--- config.mk ---
export PLATFORM = sky130hd
export DESIGN_NAME = serial_add_ctrl
export DESIGN_NICKNAME = d
export VERILOG_FILES = /design/src/rtl/serial_add_ctrl.sv
export SDC_FILE = /design/constraint.sdc
export NUM_CORES = 1
export LEC_CHECK = 0
export CAP_MARGIN = 20
export CORE_ASPECT_RATIO = 1.2
export CORE_MARGIN = 3
export CORE_UTILIZATION = 30
export DETAILED_ROUTE_END_ITERATION = 7
export PLACE_DENSITY = 0.54
export REMOVE_ABC_BUFFERS = 1
export SETUP_SLACK_MARGIN = 0.05
export SKIP_CTS_REPAIR_TIMING = 1
export SYNTH_ARGS = -nofsm -noshare
export SYNTH_HDL_FRONTEND = slang
export SYNTH_SLANG_ARGS = --single-unit
export TNS_END_PERCENT = 100
--- constraint.sdc ---
create_clock -name clk -period 1.92 [get_ports clk]
set_clock_uncertainty 0.2 [all_clocks]
set_input_delay 0.576 -clock clk [delete_from_list [all_inputs] [get_ports clk]]
set_output_delay 0.576 -clock clk [all_outputs]
set_load 0.03 [all_outputs]
--- src/rtl/serial_add_ctrl.sv ---
// rtl/serial_add_ctrl.sv - bit-serial add/subtract controller driving an external 1-bit full adder
// Define SERIAL_ADD_SUB_EN to compile in subtraction; otherwise the sub port is ignored.
module serial_add_ctrl #(
    parameter int WIDTH = 8
) (
    input  logic             clk,
    input  logic             rst,
    input  logic             start,
    input  logic [WIDTH-1:0] a,
    input  logic [WIDTH-1:0] b,
    input  logic             sub,
    output logic             fa_a,
    output logic             fa_b,
    output logic             fa_cin,
    input  logic             fa_s,
    input  logic             fa_cout,
    output logic [WIDTH-1:0] sum,
    output logic             cout,
    output logic             ovf,
    output logic             busy,
    output logic             done
);

    localparam int CW = (WIDTH > 1) ? $clog2(WIDTH) : 1;
    localparam logic [CW-1:0] LAST = CW'(WIDTH - 1);

    localparam logic [1:0] IDLE = 2'd0;
    localparam logic [1:0] RUN  = 2'd1;
    localparam logic [1:0] DONE = 2'd2;

    logic [1:0]       r_state;
    logic [WIDTH-1:0] r_a_sr;
    logic [WIDTH-1:0] r_b_sr;
    logic [WIDTH-1:0] r_sum;
    logic [CW-1:0]    r_cnt;
    logic             r_carry;
    logic             r_sub;
    logic             r_cout;
    logic             r_ovf;

    logic             w_sub_in;
    logic             w_run;

`ifdef SERIAL_ADD_SUB_EN
    assign w_sub_in = sub;
`else
    logic w_unused_sub;
    assign w_unused_sub = sub;
    assign w_sub_in     = 1'b0;
`endif

    assign w_run = (r_state == RUN);

    // Adder inputs come straight from registers so the external adder sees a clean cycle.
    assign fa_a   = w_run & r_a_sr[0];
    assign fa_b   = w_run & (r_b_sr[0] ^ r_sub);
    assign fa_cin = w_run & r_carry;

    assign sum  = r_sum;
    assign cout = r_cout;
    assign ovf  = r_ovf;
    assign busy = (r_state != IDLE);
    assign done = (r_state == DONE);

    always_ff @(posedge clk or posedge rst) begin
        if (rst) begin
            r_state <= IDLE;
            r_a_sr  <= '0;
            r_b_sr  <= '0;
            r_sum   <= '0;
            r_cnt   <= '0;
            r_carry <= 1'b0;
            r_sub   <= 1'b0;
            r_cout  <= 1'b0;
            r_ovf   <= 1'b0;
        end else begin
            case (r_state)
                IDLE: begin
                    if (start) begin
                        r_a_sr  <= a;
                        r_b_sr  <= b;
                        r_sub   <= w_sub_in;
                        r_carry <= w_sub_in;
                        r_cnt   <= '0;
                        r_sum   <= '0;
                        r_cout  <= 1'b0;
                        r_ovf   <= 1'b0;
                        r_state <= RUN;
                    end
                end
                RUN: begin
                    r_a_sr  <= r_a_sr >> 1;
                    r_b_sr  <= r_b_sr >> 1;
                    r_sum   <= {fa_s, r_sum[WIDTH-1:1]};
                    r_carry <= fa_cout;
                    // Overflow is carry-into-MSB differing from carry-out-of-MSB.
                    if (r_cnt == LAST) begin
                        r_cout  <= fa_cout;
                        r_ovf   <= fa_cin ^ fa_cout;
                        r_cnt   <= '0;
                        r_state <= DONE;
                    end else begin
                        r_cnt <= r_cnt + 1'b1;
                    end
                end
                DONE: begin
                    r_state <= IDLE;
                end
                default: begin
                    r_state <= IDLE;
                end
            endcase
        end
    end

endmodule

# --- Word level (Yosys, flattened, before mapping) ---
# Cells that the tools add are included.
totals:
  n_memories: 0
  ff_bits: 32
  latch_bits: 0
  elab_cells: 42
  mem_bits_rw: 0
  out_inout_bits: 15
  romBits: 0
  inputBits: 22
op_classes:
  n_shift: 0
  n_reduce_logical: 6
  order_cmp: 0
  add_sub_neg: 1
  muxes: 18
  bitwise: 4
  div: 0
  n_eq_ne: 5
  mul: 0
op_table:
  columns: ["op", "n"]
  rows:
  - ["8-bit case mux with 2 select lines", 3]
  - ["8-bit 2-to-1 mux", 3]
  - ["3-bit 2-to-1 mux", 2]
  - ["1-bit case mux with 2 select lines", 3]
  - ["3-bit case mux with 2 select lines", 1]
  - ["2-bit 2-to-1 mux", 2]
  - ["2-bit case mux with 2 select lines", 1]
  - ["2-bit AND reduction", 2]
  - ["2-bit nonzero test", 2]
  - ["3-bit by 1-bit adder with 3-bit output, second input constant", 1]
  - ["1-bit bitwise AND", 3]
  - ["3-bit == test, second input constant", 1]
  - ["1-bit 2-to-1 mux", 3]
  - ["3-bit AND reduction", 1]
  - ["2-bit by 1-bit == test with 1-bit output, second input constant", 1]
  - ["2-bit == test, second input constant", 1]
  - ["2-bit zero test", 1]
  - ["2-bit by 1-bit != test with 1-bit output, second input constant", 1]
  - ["2-bit != test, second input constant", 1]
  - ["1-bit bitwise XOR", 1]

# --- Depth between registers and ports, before layout ---
# Gate-level depths: netlist of run 1.
logic_depth:
  word_depth: 5
  depth_mapped: 5

# --- Least setup slack after synthesis of run 1 ---
# OpenSTA, ideal clock, no wires.
synth_timing:
  path_type: "register -> output"
  start: "register r_state[0]"
  end: "output port fa_a"
  slack_ns: 0.023
  required_ns: 1.144
  stages_incl_launch_ff: 5
  path_buffers: 2
  arrival_ns: 1.121
  cell_sequence: "dfrtp_1 buf_4 nor2b_4 buf_2 and2_1"
synth_via:
  elab_chain_len: 2
synth_rtl:
  columns: ["element", "line", "rtl"]
  rows:
  - ["from (decl)", "31", "logic [1:0] r_state;"]
  - ["from (signal assigned)", "67", "r_state <= IDLE;"]
  - ["from (signal assigned)", "88", "r_state <= RUN;"]
  - ["from (signal assigned)", "101", "r_state <= DONE;"]
  - ["2-bit by 1-bit == test with 1-bit output", "52", "assign w_run = (r_state == RUN);"]
  - ["1-bit bitwise AND", "55", "assign fa_a = w_run & r_a_sr[0];"]
  - ["to (decl)", "12", "output logic fa_a,"]
# Every way passes these cells.

# --- Worst setup path after layout of run 1 ---
layout_timing:
  start: "register r_state[1]"
  end: "output port done"
layout_via:
  elab_chain_len: 1
layout_rtl:
  columns: ["element", "line", "rtl"]
  rows:
  - ["2-bit == test", "63", "assign done = (r_state == DONE);"]
  - ["to (decl)", "21", "output logic done"]
# Every way passes these cells.

==> results of run 1 <==
-- logic make-up (layout without fill, tap and decap cells) --
kind of cell               count (synthesis)  in the layout  synth area share
adders and majority gates                  3              3            0.0258
and+or+nand+nor                           29             29            0.0936
AOI/OAI and AO/OA                         34             34             0.168
xor gates and xnor gates                   1              1           0.00601
DFF                                       32             32             0.550
buffers and inverters                     11             65            0.0533
muxes                                     15             15             0.104
-- power breakdown --
part / total [W] / switching [W] / internal (W)
sequential: 0.00113 / 0.000169 / 0.000959
combinational: 0.00168 / 0.000810 / 0.000867
clock: 0.000527 / 0.000235 / 0.000292
total: 0.00333 / 0.00121 / 0.00212
-- worst max-delay path: cells and delay by family (launching register included) --
kind	cells	cell delay (ps)
flops	1	390
buf+inv	4	500
simple gates	1	110
-- layout make-up --
cell class              count  area, sq um  share of cell area
flip-flops and latches     32          801               0.376
multi-input cells          82          593               0.278
repair buffers             54          564               0.265
clock buffers               8         90.1              0.0423
well taps                  58         72.6              0.0340
inverters                   3         11.3             0.00528
-- state kept, by name, indices dropped and copies added, names as in the netlist --
register  flops
r_carry       1
r_cnt         3
r_a_sr        8
ovf           1
r_b_sr        8
r_state       2
sum           8
cout          1
-- Yosys cell counts, drive strengths merged --
cell type	number	area share
a22o	13	0.078
a2bb2oi	1	0.0060
a32oi	1	0.0060
and2	4	0.017
buf	8	0.046
dfrtp	32	0.55
ha	3	0.026
inv	3	0.0077
mux2	1	0.0077
mux2i	14	0.096
nand2	19	0.049
nor2	2	0.0052
nor2b	3	0.018
o21ai	17	0.058
o21bai	1	0.013
o22a	1	0.0060
or2	1	0.0043
xor2	1	0.0060
-- worst max-delay path by stage --
stage | to | cells past startpoint | slack (ps)
floorplan | fa_a | 2 | -320
CTS | busy | 2 | -430
global placement | busy | 2 | -110
finish | done | 5 | -140
detailed placement | busy | 2 | -110
global route | fa_a | 4 | -230
-- metal layers --
layer  up-vias  share of wire
met5         -              0
met4         0          0.019
met3         7          0.046
met2        26           0.52
met1       521           0.42
li1        544              -
-- metrics by stage --
stage	utilization	hold WS [ps]
floorplan	-	247
global placement	0.414	264
detailed placement	0.414	268
CTS	0.434	282
global route	0.461	317
finish	0.461	286
==> summary.md, run 1 <==
| Metric | Value |
|---|---|
| Dpl cells | 222 |
| Setup violators final | 4 |
| Worst hold path endpoint | r_b_sr[5] |
| Post-DP HPWL | 2.20 mm |
| CTS tree | yes |
| Clk_lat worst skew | 280 ps |
| Starting Density | 0.315 |
| Worst r2r src | r_cnt[0] |
| Final GP Congestion | 0.768 |
| Arrival time worst endpoint | 1290 ps |
| Most frequent CP cell | buf_6 |
| Fill count | 425 |
| Layout Cells excl Fill | 237 |
| HP Start | r_b_sr[5] |
| Crit path cell chain | buf_6 -> buf_4 -> buf_6 -> nor2b_4 -> buf_6 |
| Largest net degree at the start of global routing | 33 |
| Most frequent cells in the layout | dfrtp_1, clkdlybuf4s50_1, nand2_1 |
| Initial antenna violation count | 0 |
| Reg2Reg Capture Point | cout |
| Violated checks | setup timing |
| Yosys warning count | 0 |
| Met2 Use GR | 0.198 |
| RSZ-0062 raised after global routing | true |
| Slowest cell on the critical path | dfrtp_1 |
| CP Capture Type | output pin |
| Post-synthesis area per instance | 11.7 sq um |
| # rows | 27 |
| Port bufs | 35 |
| Min cycle time layout | 2060 ps |
| Pre-CTS WS | -110 ps |
| Diode count | 0 |
| Pleak | 1.14 nW |
| Max_cap viols | 0 |
| Drt drc | 0 |
| Slew @ Worst Pin | 335 ps |
| Final #Nets | 203 |
| Layout cell share with drive strength beyond 1 | 0.212 |
| Placed Area | 1920 sq um |
| Fin. Hold Viols | 0 |
| CP startpoint kind | flop |
| Drt pass-1 iters | 4 |
| Cell Pwr Density | 1560 nW/um^2 |
| CTS max path bufs | 2 |
| Vias in the first global route | 1077 |
| Detailed Route Iter0 Violations | 17 |
| Synthesis-to-layout area growth | 46.4% |
| Root Buffer | clkbuf_8 |
| Reg2Reg Depth | 5 |
| Vias per cell | 4.63 |
| DIE AREA | 5730 sq um |
| Critical Path RT | 1140 ps |
| Gr ovfl total | 0 |
| GRT Resource Usage Total | 0.113 |
| First-pass GRT wire length | 4.98 mm |
| Die Y | 82.3 microns |
| Setup WS post-layout | -144 ps |
| Via count | 1098 |
| Critical Path Max Stage Delay | 390 ps |
| Maximum clock frequency | 484 MHz |
| Setup TNS Final | -558 ps |
| Most frequent standard cell in the layout excluding fill and tap cells | dfrtp_1 |
| Critical path type | flop to output pin |
| Yosys reg bits | 32 |
| Htree depth | 2 |
| Core footprint | 4630 sq um |
| Hold Path Class | flop to flop |
| Outcome | complete, but fails checks |
| Crit share post-route | 1.08 |
| TritonCTS Sinks | 32 |
| Final WL | 3.07 mm |
| Seq/Total Area, Yosys | 0.550 |
| Chip Width | 69.6 microns |
| Total CTS buffers | 5 |
| GRT busiest layer | met2 |
| Mapped Area | 1460 sq um |
| Synth unique cells | 23 |
| Peak supply drop | 0.773 mV |
| Slew headroom | 0.776 |
| Final instance area | 2130 sq um |
| Met1 Resource Use GR | 0.124 |
| Worst setup path start | r_state[1] |
| Grt met3 use | 0.0363 |
| Hold depth | 2 |
| Critical path peak fanout | 4 |
| Syn Inst Count | 125 |
| Max-slew violations | 0 |
| Clock Pin Slew Worst Setup and Hold Paths | 70 ps |
| Overall power | 0.00333 W |
| Antenna Nets Post-Route | 0 |
| Num ports | 37 |
| Wirelength per Cell | 12.9 microns |
| R2r setup slk | 230 ps |
No activity file was read; power rests on OpenSTA's default activity.
==> run 2: changes to the inputs <==
Settings changed: RECOVER_POWER from default to 50.
==> summary.md, run 2 (same netlist as run 1, synthesis figures left out) <==
| Metric | Value |
|---|---|
| Hold Path Class | flop to flop (unchanged) |
| Switching pwr | 0.00121 W (about the same) |
| Peak supply drop | 0.773 mV (about the same) |
| Fin. Hold Viols | 0 (unchanged) |
| Vias per cell | 4.63 (unchanged) |
| Final #Nets | 203 (unchanged) |
| Largest net degree at the start of global routing | 33 (unchanged) |
| Layout cell share with drive strength beyond 1 | 0.212 (unchanged) |
| Die Y | 82.3 microns (unchanged) |
| Outcome | complete, but fails checks (unchanged) |
| DIE AREA | 5730 sq um (unchanged) |
| Via count | 1098 (unchanged) |
| Max_cap viols | 0 (unchanged) |
| Arrival time worst endpoint | 1290 ps (about the same) |
| Gate power share | 0.503 (about the same) |
| Slew headroom | 0.464 (was 0.776) |
| Final GP Congestion | 0.768 (unchanged) |
| Final instance area | 2120 sq um (was 2130 sq um) |
| Slew @ Worst Pin | 804 ps (was 335 ps) |
| Drt drc | 0 (unchanged) |
| Worst setup path start | r_state[1] (unchanged) |
| Chip Width | 69.6 microns (unchanged) |
| Clock Power Share | 0.158 (about the same) |
| CP Capture Type | output pin (unchanged) |
| RSZ-0062 raised after global routing | true (unchanged) |
| Max-slew violations | 0 (unchanged) |
| Gr ovfl total | 0 (unchanged) |
| Reg2Reg Depth | 5 (unchanged) |
| Critical path type | flop to output pin (unchanged) |
| Setup TNS Final | -557 ps (was -558 ps) |
| Port bufs | 35 (unchanged) |
| Clk_lat worst skew | 280 ps (about the same) |
| Initial antenna violation count | 0 (unchanged) |
| Setup violators final | 4 (unchanged) |
| Total CTS buffers | 5 (unchanged) |
| Core footprint | 4630 sq um (unchanged) |
| Pint | 0.00211 W (was 0.00212 W) |
| Worst r2r src | r_cnt[0] (unchanged) |
| Diode count | 0 (unchanged) |
| Crit share post-route | 1.07 (was 1.08) |
| Starting Density | 0.315 (unchanged) |
| Critical Path RT | 1140 ps (about the same) |
| CTS tree | yes (unchanged) |
| Reg2Reg Capture Point | cout (unchanged) |
| CTS max path bufs | 2 (unchanged) |
| Clock Pin Slew Worst Setup and Hold Paths | 60 ps (was 70 ps) |
| Synthesis-to-layout area growth | 45.4% (was 46.4%) |
| Htree depth | 2 (unchanged) |
| Setup WS post-layout | -144 ps (about the same) |
| Most frequent standard cell in the layout excluding fill and tap cells | dfrtp_1 (unchanged) |
| Critical Path End | done (unchanged) |
| Root Buffer | clkbuf_8 (unchanged) |
| Slowest cell on the critical path | dfrtp_1 (unchanged) |
| GRT Resource Usage Total | 0.113 (unchanged) |
| Most frequent CP cell | buf_6 (unchanged) |
| Min cycle time layout | 2060 ps (about the same) |
| Critical Path Max Stage Delay | 390 ps (about the same) |
| First-pass GRT wire length | 4.98 mm (unchanged) |
| HP Start | r_b_sr[5] (unchanged) |
| Final WL | 3.06 mm (was 3.07 mm) |
| Vias in the first global route | 1077 (unchanged) |
| Most frequent cells in the layout | dfrtp_1, nand2_1, clkdlybuf4s50_1 (was dfrtp_1, clkdlybuf4s50_1, nand2_1) |
| Drt pass-1 iters | 4 (unchanged) |
| Post-DP HPWL | 2.20 mm (unchanged) |
| Critical path peak fanout | 4 (unchanged) |
| TritonCTS Sinks | 32 (unchanged) |
| Detailed Route Iter0 Violations | 13 (was 17) |
| Num ports | 37 (unchanged) |
| Cell Pwr Density | 1570 nW/um^2 (was 1560 nW/um^2) |
| Violated checks | setup timing (unchanged) |
| Placed Area | 1920 sq um (unchanged) |
| Crit path cell chain | buf_6 -> buf_4 -> buf_6 -> nor2b_4 -> buf_6 (unchanged) |
| Antenna Nets Post-Route | 0 (unchanged) |
| # rows | 27 (unchanged) |
| Switching part of the total power | 0.365 (about the same) |
| Maximum clock frequency | 485 MHz (was 484 MHz) |
| R2r setup slk | 230 ps (about the same) |
| Seq pwr share | 0.339 (about the same) |
| Pleak | 1.14 nW (about the same) |
| CP startpoint kind | flop (unchanged) |
| Wirelength per Cell | 12.9 microns (about the same) |
## run 2: metal layers
layer / global-route usage / up-vias / wire length, microns
li1: - / 544 / -
met1: 0.124 / 521 / 1270
met2: 0.198 / 26 / 1580
met3: 0.0363 / 7 / 142
met4: 0.0586 / 0 / 59
met5: 0 / - / 0
## run 2: worst max-delay path, delay by kind of cell (launching register included)
family	cells	cell delay [ps]
buf+inv	4	500
flops	1	390
simple gates	1	110
## run 2: worst min path at each step
stage / end / slack, ps / depth (start not counted)
4_1_cts: r_a_sr[0] / 280 / 2
6_report: r_b_sr[5] / 290 / 2
2_1_floorplan: r_a_sr[0] / 250 / 2
3_3_place_gp: r_a_sr[0] / 260 / 2
5_1_grt: r_b_sr[7] / 320 / 2
3_5_place_dp: r_a_sr[0] / 270 / 2
## run 2: area by class of cell
| type | instances | area, sq um |
|---|---|---|
| clock buffers | 8 | 90.1 |
| fillers | 427 | 2510 |
| inverters | 3 | 11.3 |
| multi-input cells | 82 | 593 |
| flip-flops and latches | 32 | 801 |
| well taps | 58 | 72.6 |
| repair buffers | 54 | 549 |
## run 2: power groups by stage
| stage | combinational (W) | sequential (W) | clock, W |
|---|---|---|---|
| after floorplan | 0.000791 | 0.00129 | 0 |
| after global placement | 0.00153 | 0.00112 | 0 |
| after detailed placement | 0.00156 | 0.00114 | 0 |
| after CTS | 0.00157 | 0.00113 | 0.000545 |
| after global routing | 0.00182 | 0.00116 | 0.000571 |
| final | 0.00167 | 0.00113 | 0.000527 |
## run 2: stage by stage
step,util,worst slack [ps],hold WS [ps],total power (W),cells
floorplan,-,-318,247,0.00208,117
CTS,0.434,-427,282,0.00324,230
detailed placement,0.414,-110,268,0.00270,222
global placement,0.414,-109,264,0.00265,222
finish,0.457,-144,286,0.00333,237
global route,0.457,-225,317,0.00355,237
==> run 3: changes to the inputs <==
Settings changed: CORE_MARGIN 3 to default, CORE_UTILIZATION 30 to 48, PLACE_DENSITY 0.54 to 0.8.
==> summary.md, run 3 (same netlist as run 1, synthesis figures left out) <==
| Metric | Value |
|---|---|
| CTS max path bufs | 2 (unchanged) |
| Synthesis-to-layout area growth | 36.4% (was 45.4%) |
| Antenna Nets Post-Route | 0 (unchanged) |
| Core footprint | 2840 sq um (was 4630 sq um) |
| Layout cell share with drive strength beyond 1 | 0.192 (was 0.212) |
| Crit share post-route | 1.09 (was 1.07) |
| Critical Path RT | 1140 ps (about the same) |
| R2r setup slk | 250 ps (was 230 ps) |
| Starting Density | 0.513 (was 0.315) |
| Fin. Hold Viols | 0 (unchanged) |
| Violated checks | setup timing (unchanged) |
| Setup TNS Final | -698 ps (was -557 ps) |
| Critical Path Max Stage Delay | 370 ps (was 390 ps) |
| Largest net degree at the start of global routing | 33 (unchanged) |
| Reg2Reg Capture Point | cout (unchanged) |
| Root Buffer | clkbuf_4 (was clkbuf_8) |
| Setup WS post-layout | -175 ps (was -144 ps) |
| Hold Path Class | flop to flop (unchanged) |
| Most frequent cells in the layout | dfrtp_1, nand2_1, clkdlybuf4s50_1 (unchanged) |
| Critical path type | flop to output pin (unchanged) |
| CP startpoint kind | flop (unchanged) |
| Peak supply drop | 0.900 mV (was 0.773 mV) |
| Final #Nets | 196 (was 203) |
| Gate power share | 0.510 (was 0.503) |
| Pleak | 1.09 nW (was 1.14 nW) |
| Via count | 1102 (was 1098) |
| Wirelength per Cell | 14.0 microns (was 12.9 microns) |
| Switching part of the total power | 0.384 (was 0.365) |
| Fill count | 192 (was 427) |
| Clk_lat worst skew | 310 ps (was 280 ps) |
| Final core utilization | 0.700 (was 0.457) |
| Vias per cell | 5.35 (was 4.63) |
| Port bufs | 35 (unchanged) |
| First-pass GRT wire length | 4.64 mm (was 4.98 mm) |
| CTS tree | yes (unchanged) |
| Final WL | 2.88 mm (was 3.06 mm) |
| CP Capture Type | output pin (unchanged) |
| Total CTS buffers | 5 (unchanged) |
| Outcome | complete, but fails checks (unchanged) |
| Min cycle time layout | 2100 ps (was 2060 ps) |
| Diode count | 0 (unchanged) |
| Clock Pin Slew Worst Setup and Hold Paths | 90 ps (was 60 ps) |
| Pint | 0.00191 W (was 0.00211 W) |
| Arrival time worst endpoint | 1320 ps (was 1290 ps) |
| Worst hold path endpoint | r_a_sr[2] (was r_b_sr[5]) |
| Critical path's top delay family | simple AND/OR/NAND/NOR gates (was buffers and inverters) |
| Maximum clock frequency | 477 MHz (was 485 MHz) |
| Cell Pwr Density | 1560 nW/um^2 (was 1570 nW/um^2) |
| Max-slew violations | 0 (unchanged) |
| Switching pwr | 0.00119 W (was 0.00121 W) |
| Num ports | 37 (unchanged) |
| Slowest cell on the critical path | dfrtp_1 (unchanged) |
| Most frequent standard cell in the layout excluding fill and tap cells | dfrtp_1 (unchanged) |
| Most frequent CP cell | buf_6 (unchanged) |
| Htree depth | 2 (unchanged) |
| WP buf/inv | 2 (was 4) |
| DIE AREA | 3260 sq um (was 5730 sq um) |
| Slew headroom | 0.486 (was 0.464) |
| # rows | 21 (was 27) |
| Worst r2r src | r_cnt[0] (unchanged) |
| Reg2Reg Depth | 5 (unchanged) |
| Critical path peak fanout | 6 (was 4) |
| Hold depth | 2 (unchanged) |
| RSZ-0062 raised after global routing | true (unchanged) |
| Detailed Route Iter0 Violations | 35 (was 13) |
| TritonCTS Sinks | 32 (unchanged) |
| Die Y | 62.3 microns (was 82.3 microns) |
| Post-DP HPWL | 2.00 mm (was 2.20 mm) |
| Seq pwr share | 0.366 (was 0.339) |
| HP Start | r_a_sr[2] (was r_b_sr[5]) |
| Crit path cell chain | buf_6 -> nor2b_4 -> and2_4 -> buf_6 (was buf_6 -> buf_4 -> buf_6 -> nor2b_4 -> buf_6) |
| Slew @ Worst Pin | 770 ps (was 804 ps) |
| Drt drc | 0 (unchanged) |
| Drt pass-1 iters | 4 (unchanged) |
| Vias in the first global route | 1129 (was 1077) |
| Clock Power Share | 0.123 (was 0.158) |
| Chip Width | 52.3 microns (was 69.6 microns) |
| Final GP Congestion | 0.726 (was 0.768) |
| Max_cap viols | 0 (unchanged) |
| Setup violators final | 5 (was 4) |
| GRT Resource Usage Total | 0.193 (was 0.113) |
| Gr ovfl total | 0 (unchanged) |
| Initial antenna violation count | 0 (unchanged) |
==> run 3: cell count changes in the layout (fill, tap and decap cells not counted), moves of 2 or more <==
cell and change:
clkinv_2 +2, clkbuf_1 -2, clkbuf_4 +5, clkbuf_8 -5
buf_4 -5, buf_6 -3
==> run 3: per-layer routing <==
layer  track usage  up-vias  share of wire
li1              -      531              -
met5             0        -              0
met3        0.0392        4          0.033
met1         0.215      543           0.43
met4        0.0954        0          0.016
met2         0.335       24           0.52
==> run 3: layout make-up <==
class | count | area, sq um | share of cell area
sequential | 32 | 801 | 0.403
multi-input combinational | 82 | 588 | 0.296
clock buffer | 6 | 51.3 | 0.0258
clock inverter | 2 | 10.0 | 0.00504
tap | 34 | 42.5 | 0.0214
timing repair buffer | 47 | 483 | 0.243
inverter | 3 | 11.3 | 0.00567
==> run 3: power groups by stage <==
stage               clock [W]  sequential [W]  combinational, W
floorplan                   0         0.00129          0.000791
global placement            0         0.00112           0.00146
detailed placement          0         0.00114           0.00152
CTS                  0.000398         0.00113           0.00152
global route         0.000435         0.00117           0.00172
finish               0.000383         0.00114           0.00158
==> run 3: worst max-delay path by stage <==
| stage | start | endpoint | slack (ps) | depth (start not counted) |
|---|---|---|---|---|
| after floorplan | r_state[0] | fa_a | -320 | 2 |
| after global placement | r_state[0] | busy | -100 | 2 |
| after detailed placement | r_state[0] | busy | -130 | 2 |
| after CTS | r_state[0] | busy | -490 | 2 |
| after global routing | r_state[1] | fa_a | -240 | 4 |
| final | r_state[0] | fa_a | -180 | 4 |
==> run 3: metrics by stage <==
| stage | setup WS [ps] | instances | cell area (sq um) | power (W) | hold WS, ps |
|---|---|---|---|---|---|
| global placement | -97.5 | 195 | 1870 | 0.00258 | 261 |
| CTS | -486 | 203 | 1930 | 0.00305 | 301 |
| detailed placement | -126 | 195 | 1870 | 0.00266 | 277 |
| floorplan | -318 | 117 | 1390 | 0.00208 | 247 |
| global route | -242 | 206 | 1990 | 0.00332 | 332 |
| finish | -175 | 206 | 1990 | 0.00310 | 295 |
==> run 3: worst min-delay path, stage by stage, from the launching register on <==
cell and delay [ps]:
dfrtp_1 350, nand2_1 50, o21ai_1 70
